[config.mk]
export PLATFORM = sky130hd
export DESIGN_NAME = ht_sort
export DESIGN_NICKNAME = d
export VERILOG_FILES = /design/src/rtl/ht_sort.sv
export SDC_FILE = /design/constraint.sdc
export NUM_CORES = 1
export LEC_CHECK = 0
export ABC_AREA = 1
export BUFFER_PORTS_ARGS = -buffer_cell sky130_fd_sc_hd__buf_2
export CORE_MARGIN = 5
export CORE_UTILIZATION = 56
export DETAILED_ROUTE_END_ITERATION = 16
export GPL_ROUTABILITY_DRIVEN = 0
export PLACE_DENSITY = 0.82
export SYNTH_ARGS = -nofsm -noshare
export SYNTH_HDL_FRONTEND = slang
export SYNTH_SLANG_ARGS = --single-unit
[constraint.sdc]
create_clock -name clk -period 2.05 [get_ports clk]
set_input_delay 0.1025 -clock clk [delete_from_list [all_inputs] [get_ports clk]]
set_output_delay 0.1025 -clock clk [all_outputs]
set_load 0.05 [all_outputs]
[src/rtl/ht_sort.sv]
// Purpose: odd-even transposition sorter; captures index unsigned elements on start, sorts ascending.
// Latency: over rises index+1 clk edges after start is first sampled high (one capture edge + index passes).
// Backpressure: level handshake; start held high keeps DONE (sorts once), start low returns to IDLE.
//
// Ports:
//   clk      - rising-edge clock
//   rst_n    - asynchronous active-low reset; clears state, pass counter, over and working register
//   start    - level request to capture indata and sort (ignored outside IDLE/DONE exit)
//   indata   - unpacked array of index elements, element 0 first
//   outdata  - working register; sorted result valid while over=1, intermediate passes otherwise
//   over     - sort complete, held high in DONE
module ht_sort #(
    parameter int index = 8,
    parameter int width = 5
) (
    input  logic             clk,
    input  logic             rst_n,
    input  logic             start,
    input  logic [width-1:0] indata  [index],
    output logic [width-1:0] outdata [index],
    output logic             over
);

    localparam int CW = $clog2(index + 1);
    localparam logic [CW-1:0] LAST_PASS = CW'(index - 1);

    typedef enum logic [1:0] {
        IDLE = 2'd0,
        SORT = 2'd1,
        DONE = 2'd2
    } state_t;

    state_t            state_q, state_d;
    logic [CW-1:0]     pass_q,  pass_d;
    logic              over_q,  over_d;
    logic [width-1:0]  data_q   [index];
    logic [width-1:0]  data_d   [index];
    logic [width-1:0]  pass_res [index];

    // One transposition pass over the working register. Even passes pair
    // (0,1),(2,3)...; odd passes pair (1,2),(3,4)... A pair starting at i
    // is active when i's parity matches the pass parity. Unpaired ends hold.
    always_comb begin
        for (int i = 0; i < index; i++) begin
            pass_res[i] = data_q[i];
        end
        for (int i = 0; i + 1 < index; i++) begin
            if ((((i % 2) != 0) == pass_q[0]) && (data_q[i] > data_q[i+1])) begin
                pass_res[i]   = data_q[i+1];
                pass_res[i+1] = data_q[i];
            end
        end
    end

    always_comb begin
        state_d = state_q;
        pass_d  = pass_q;
        over_d  = over_q;
        data_d  = data_q;
        unique case (state_q)
            IDLE: begin
                over_d = 1'b0;
                if (start) begin
                    data_d  = indata;
                    pass_d  = '0;
                    state_d = SORT;
                end
            end
            SORT: begin
                data_d = pass_res;
                if (pass_q == LAST_PASS) begin
                    state_d = DONE;
                    over_d  = 1'b1;
                end else begin
                    pass_d = pass_q + CW'(1);
                end
            end
            DONE: begin
                over_d = 1'b1;
                // Leave only once start drops, so a held start sorts exactly once.
                if (!start) begin
                    state_d = IDLE;
                    over_d  = 1'b0;
                end
            end
            default: begin
                state_d = IDLE;
                over_d  = 1'b0;
            end
        endcase
    end

    always_ff @(posedge clk or negedge rst_n) begin
        if (!rst_n) begin
            state_q <= IDLE;
            pass_q  <= '0;
            over_q  <= 1'b0;
            for (int i = 0; i < index; i++) begin
                data_q[i] <= '0;
            end
        end else begin
            state_q <= state_d;
            pass_q  <= pass_d;
            over_q  <= over_d;
            for (int i = 0; i < index; i++) begin
                data_q[i] <= data_d[i];
            end
        end
    end

    assign outdata = data_q;
    assign over    = over_q;

endmodule

==> results of run 1 <==
-- cell type report --
cell class	instances	area (um^2)	share of cell area
multi-input combinational	426	2387	0.5080
clock buffer	6	82.58	0.01757
tap	96	120.1	0.02556
clock inverter	2	35.03	0.007455
inverter	70	265.3	0.05644
sequential	47	1191	0.2535
timing repair buffer	108	618.1	0.1315
-- Yosys cell counts, types with 2 or more instances --
library cell and count:
buf_4 2, ha_1 40, or2_2 13, buf_1 2, o21ai_0 12, nand4_1 30, a21oi_1 16, dfrtp_1 47
nand2_1 184, nand3_2 4, inv_1 64, nor2_1 13, nand2_2 8, buf_2 8, clkbuf_1 10, o21ai_2 5
inv_2 6, a21oi_2 2, nand3_1 91
-- state kept, by name, summed over array words and instances, names as in the netlist --
signal	count
outdata	40
pass_q	4
state_q	2
over	1
-- metal layers --
metal	routed length [um]	share of wire
met4	259	0.023
met5	0	0
met2	5337	0.48
met1	4683	0.42
met3	786	0.071
-- cell families (layout without fill, tap and decap cells) --
family	count (synthesis)	in the layout	share of synthesized area
AOI/OAI and AO/OA	38	38	0.05854
xor gates and xnor gates	1	1	0.002252
adders and majority gates	40	40	0.1287
buffers and inverters	93	186	0.09617
DFF	47	47	0.3023
and+or+nand+nor	347	347	0.4120
-- final timing paths --
path	slack (ps)	cells past startpoint	endpoint
max in group asynchronous	1180	3	outdata[19]
worst min register to register	500	2	over
worst max register to register	140	12	outdata[34]
worst min-delay path	80	5	outdata[35]
worst max-delay path	140	12	outdata[34]
min in group asynchronous	410	3	outdata[1]
-- metrics by stage --
step | cell area, um^2 | setup WS (ps) | setup TNS [ps] | utilization | hold slack (ps)
after floorplan | 3890 | 40.98 | 0 | - | -193.1
after global placement | 4494 | 111.1 | 0 | 0.6615 | 235.1
after detailed placement | 4494 | 1.908 | 0 | 0.6615 | 246.9
after CTS | 4627 | 49.69 | 0 | 0.6810 | 86.88
after global routing | 4700 | -33.18 | -48.43 | 0.6917 | 91.99
final | 4700 | 137.4 | 0 | 0.6917 | 84.65
-- what timing repair did --
item,CTS,global route
hold buffers,1,0
buffers inserted,0,2
pin swaps,0,2
gates cloned,0,0
endpoints found under the hold margin,47,0
resized for setup,2,22
setup endpoints to repair,4,35
-- worst register-to-register path: stages, from the launching register on --
cell	delay [ps]
dfrtp_1	450
inv_1	100
ha_1	310
nand2_1	60
nor2_1	50
a21oi_1	230
nand2_1	170
buf_4	180
nand2_1	70
nand3_1	80
nand2_1	70
nand2_1	50
nand2_1	60
==> impl_metrics.py, run 1 <==
metrics = {
    "critical_path": {
        "critPathLaunchType": "register",
        "crit_top_cell": "nand2_1",
        "critPathArrivalTime_ps": 2170,
        "cp_num_buf_inv": 2,
        "cpLargestDelayFamily": "simple AND/OR/NAND/NOR gates",
        "slowest_stage": "dfrtp_1",
        "path_cells": "inv_1 > ha_1 > nand2_1 > nor2_1 > a21oi_1 > nand2_1 > buf_4 > nand2_1 > nand3_1 > nand2_1 > nand2_1 > nand2_1",
        "critical_path.max_stage_delay_ps": 450,
        "end_kind": "register",
        "critPathKind": "register to register",
        "r2r-start": "outdata[26]",
        "path_max_fanout": 5,
        "crit_required_ps": 2310,
        "crit_start": "outdata[26]",
    },
    "outcome": {
        "status": "completed",
    },
    "cts": {
        "clk_latency_ps": 310,
        "cts_tree": "done",
        "cts.sinks": 47,
        "cts-root-buf": "clkbuf_8",
        "h-tree-depth": 2,
        "cts_buffers": 5,
        "cts_buffer_depth": 2,
        "path_clk_slew_ps": 100,
    },
    "grt": {
        "grt-ovfl-total": 0,
        "grt_pass1_vias": 3967,
        "grt_use_total": 0.2577,
        "use_met2": 0.4217,
        "antenna_found_initial": 0,
        "globalRouteMet1Util": 0.3528,
        "grt_pass1_wl_mm": 18.24,
        "grt_max_degree": 59,
        "busiest_layer": "met2",
        "grt_use_met3": 0.03298,
    },
    "synth": {
        "synthFlopType": "dfrtp_1",
        "yosys.cell_types.count": 28,
        "syn_nets": 649,
        "synthArstFlopShare": 1.000,
        "synth_area_leaders": "dfrtp_1 30%, nand2_1 18%, ha_1 13%, nand3_1 12%, inv_1 6.2%",
        "synth_edf_count": 0,
        "yosys_warnings": 0,
        "synth_top_area_share": 0.3023,
        "synth_top_area_cell": "dfrtp_1",
        "ys_ff_latch": 47,
        "syn_area_um2": 3890,
        "avgSynthCellArea_um2": 6.873,
        "yosysSeqAreaShare": 0.3023,
        "synth_cells": 566,
    },
    "drt": {
        "drtPass1Iterations": 5,
        "drt_iter0_markers": 244,
        "dr_total_vias": 4203,
        "drcViolationCount": 0,
        "drt-total-wl_mm": 11.07,
        "vias_per_cell": 5.567,
        "wl_per_cell_um": 14.66,
        "drtAntennaViolNets": 0,
    },
    "placed_design": {
        "placement.io_buffers": 83,
        "dp_hpwl_mm": 8.221,
        "dp_cells": 744,
    },
    "finish": {
        "final_cell_mix": "180 x nand2_1, 91 x nand3_1, 83 x buf_2",
        "stdcell_count": 755,
        "diodes": 0,
        "final_common_cell": "nand2_1",
        "nets": 741,
        "syn_to_final_growth_pct": 20.81,
        "layout-drive-gt1-share": 0.2686,
        "fillCellCount": 587,
    },
    "sta": {
        "fin_crit_sh": 0.9330,
        "worst_pin_slew_ps": 632.0,
        "max_freq_ghz": 0.5229,
        "setup_viol": 0,
        "fin_crit_ps": 1913,
        "final-hold-violation-count": 0,
        "slew-limit-headroom": 0.5787,
        "slew_violations": 0,
        "finClkSkew_ps": 10.87,
    },
    "floorplanning": {
        "io_pins": 84,
        "num_rows": 30,
        "die_h_um": 93.35,
        "dieArea_um2": 8713,
        "fp.dieW_um": 93.35,
        "core_area_um2": 6794,
        "initial_core_util": 0.5726,
    },
    "run": {
        "maxCapViolations": 0,
    },
    "worst_hold_path": {
        "hold_start": "indata[35]",
        "hold_class": "primary input to register",
    },
}
Power of run 1 is not shown: default switching activity piles up to over one toggle a cycle in this logic, so the estimate is an artifact.
==> run 2, diff against run 1 <==
--- a/config.mk
+++ b/config.mk
@@ -12,6 +12,7 @@
 export DETAILED_ROUTE_END_ITERATION = 16
 export GPL_ROUTABILITY_DRIVEN = 0
 export PLACE_DENSITY = 0.82
+export SETUP_SLACK_MARGIN = 0.2
 export SYNTH_ARGS = -nofsm -noshare
 export SYNTH_HDL_FRONTEND = slang
 export SYNTH_SLANG_ARGS = --single-unit
==> run 2 against run 1 <==
Effect of this change: worst setup slack lost 2.2 ps; via count grew 9.5%; cell count grew 4.0%; count of clock-buffer cells in the layout grew 1; die area is the same; flip-flop and latch count is the same; non-clock buffer count grew 26; sequential share of layout area shrank 2.7 points; final area grew 14%; hold slack lost 5.0 ps.
==> impl_metrics.py, run 2 (synthesis results as in run 1) <==
metrics = {
    "placed_design": {
        "placement.io_buffers": 83,
        "dp_slack_ps": 9.910,
        "dp_hpwl_mm": 8.069,
        "placed_area_um2": 4508,
    },
    "cts": {
        "cts-root-buf": "clkbuf_8",
        "cts.sinks": 47,
        "cts_tree": "done",
        "cts_buffer_depth": 2,
        "cts_buffers": 5,
        "clk_latency_ps": 320,
        "h-tree-depth": 2,
        "path_clk_slew_ps": 90,
    },
    "drt": {
        "drcViolationCount": 0,
        "drt-total-wl_mm": 13.28,
        "drtAntennaViolNets": 0,
        "drt_iter0_markers": 475,
        "dr_total_vias": 4604,
        "wl_per_cell_um": 16.92,
        "drtPass1Iterations": 5,
        "vias_per_cell": 5.865,
    },
    "finish": {
        "multi_input_area_um2": 2808,
        "final_common_cell": "nand2_1",
        "diodes": 0,
        "fillCellCount": 433,
        "largest_register_ffs": 40,
        "syn_to_final_growth_pct": 37.99,
        "final_cell_mix": "163 x nand2_1, 85 x buf_2, 78 x nand3_1",
        "final_area_um2": 5368,
        "layout-drive-gt1-share": 0.4209,
        "ff_latch_area_um2": 1216,
        "nets": 771,
    },
    "critical_path": {
        "critical_path_depth": 13,
        "cpLargestDelayFamily": "simple AND/OR/NAND/NOR gates",
        "crit_top_cell": "nand2_1",
        "end_kind": "register",
        "cp_num_buf_inv": 2,
        "reg2reg_slack_ps": 140,
        "crit_start": "outdata[26]",
        "path_max_fanout": 5,
        "endpoint": "outdata[33]",
        "critPathKind": "register to register",
        "path_cells": "inv_1 > ha_1 > nand2_2 > nor2_4 > nand2_1 > nand3_2 > nand2_2 > buf_4 > nand2_1 > nand3_1 > nand2_1 > nand2_1 > nand2_1",
        "r2r.worst_path.cells": 13,
        "r2r_end": "outdata[33]",
        "slowest_stage": "dfrtp_2",
        "crit_required_ps": 2300,
        "critical_path.max_stage_delay_ps": 400,
        "r2r-start": "outdata[26]",
        "critPathLaunchType": "register",
        "critPathArrivalTime_ps": 2170,
    },
    "grt": {
        "antenna_found_initial": 0,
        "grt_use_total": 0.2615,
        "grt-ovfl-total": 0,
        "grt_pass1_wl_mm": 18.46,
        "grt_max_degree": 31,
        "grt_pass1_vias": 4012,
    },
    "sta": {
        "fin_crit_sh": 0.9340,
        "setup_viol": 0,
        "max_freq_ghz": 0.5223,
        "finClkSkew_ps": 6.651,
        "slew-limit-headroom": 0.6879,
        "rsz0062_at_grt": "yes",
        "layout_setup_ws_ps": 135.2,
        "worst_pin_slew_ps": 468.2,
        "slew_violations": 0,
        "fin_crit_ps": 1915,
        "final-hold-violation-count": 0,
        "finalSetupTns_ps": 0,
    },
    "floorplanning": {
        "core_area_um2": 6794,
        "io_pins": 84,
        "num_rows": 30,
        "initial_core_util": 0.5726,
        "dieArea_um2": 8713,
        "die_h_um": 93.35,
        "fp.dieW_um": 93.35,
    },
    "worst_hold_path": {
        "hold_class": "primary input to register",
    },
    "outcome": {
        "status": "completed",
    },
    "run": {
        "maxCapViolations": 0,
    },
}
run 2: changes by cell type in the layout (fill, tap and decap cells not counted), sizes merged:
cell	change
buf	+26
inv	+1
bufinv	-1
nand2	+2
nor2	+1
clkbuf	+1
run 2: per-stage QoR:
step | util | hold WS (ps) | instances
finish | 0.7901 | 79.68 | 785
global route | 0.7901 | 91.61 | 785
CTS | 0.6917 | 88.67 | 755
detailed placement | 0.6635 | 83.76 | 742
global placement | 0.6635 | 73.76 | 742
floorplan | - | -193.1 | 566
run 2: metal layers:
layer,track usage,up-vias,routed length (um)
met3,0.04264,70,1084
met5,0,-,0
met4,0.07448,0,567
met2,0.4455,300,6584
li1,-,2108,-
met1,0.3411,2126,5048
run 2: repair_timing:
item	4_1_cts	5_1_grt
pin swaps	0	30
hold buffers	1	0
endpoints found under the hold margin	18	0
setup endpoints to repair	22	46
gates resized for setup	16	100
cloned	0	6
setup buffers	4	24
run 2: final cells by class:
type                            count  area share
Multi-Input combinational cell    429      0.5231
Sequential cell                    47      0.2266
Timing Repair Buffer              134      0.1613
Inverter                           70     0.05035
Tap cell                           96     0.02238
Clock buffer                        7     0.01422
Timing Repair inverter              1    0.001166
Clock inverter                      1   0.0009324
run 2: worst min path at each step:
stage                       end  cells past startpoint        from
global placement     outdata[1]                      1       rst_n
CTS                 outdata[34]                      5  indata[34]
detailed placement   outdata[2]                      1       rst_n
floorplan            outdata[0]                      0       rst_n
global route        outdata[38]                      5  indata[38]
finish              outdata[36]                      5  indata[36]
run 2: worst reg2reg max path: cells and delay by family, from the launching register on:
kind	cells	cell delay [ps]
buffers and inverters	2	250
flip-flops	1	400
AND/OR/NAND/NOR	10	880
adder cells (fa/ha/maj)	1	320
Power of run 2 is left out for the same reason.
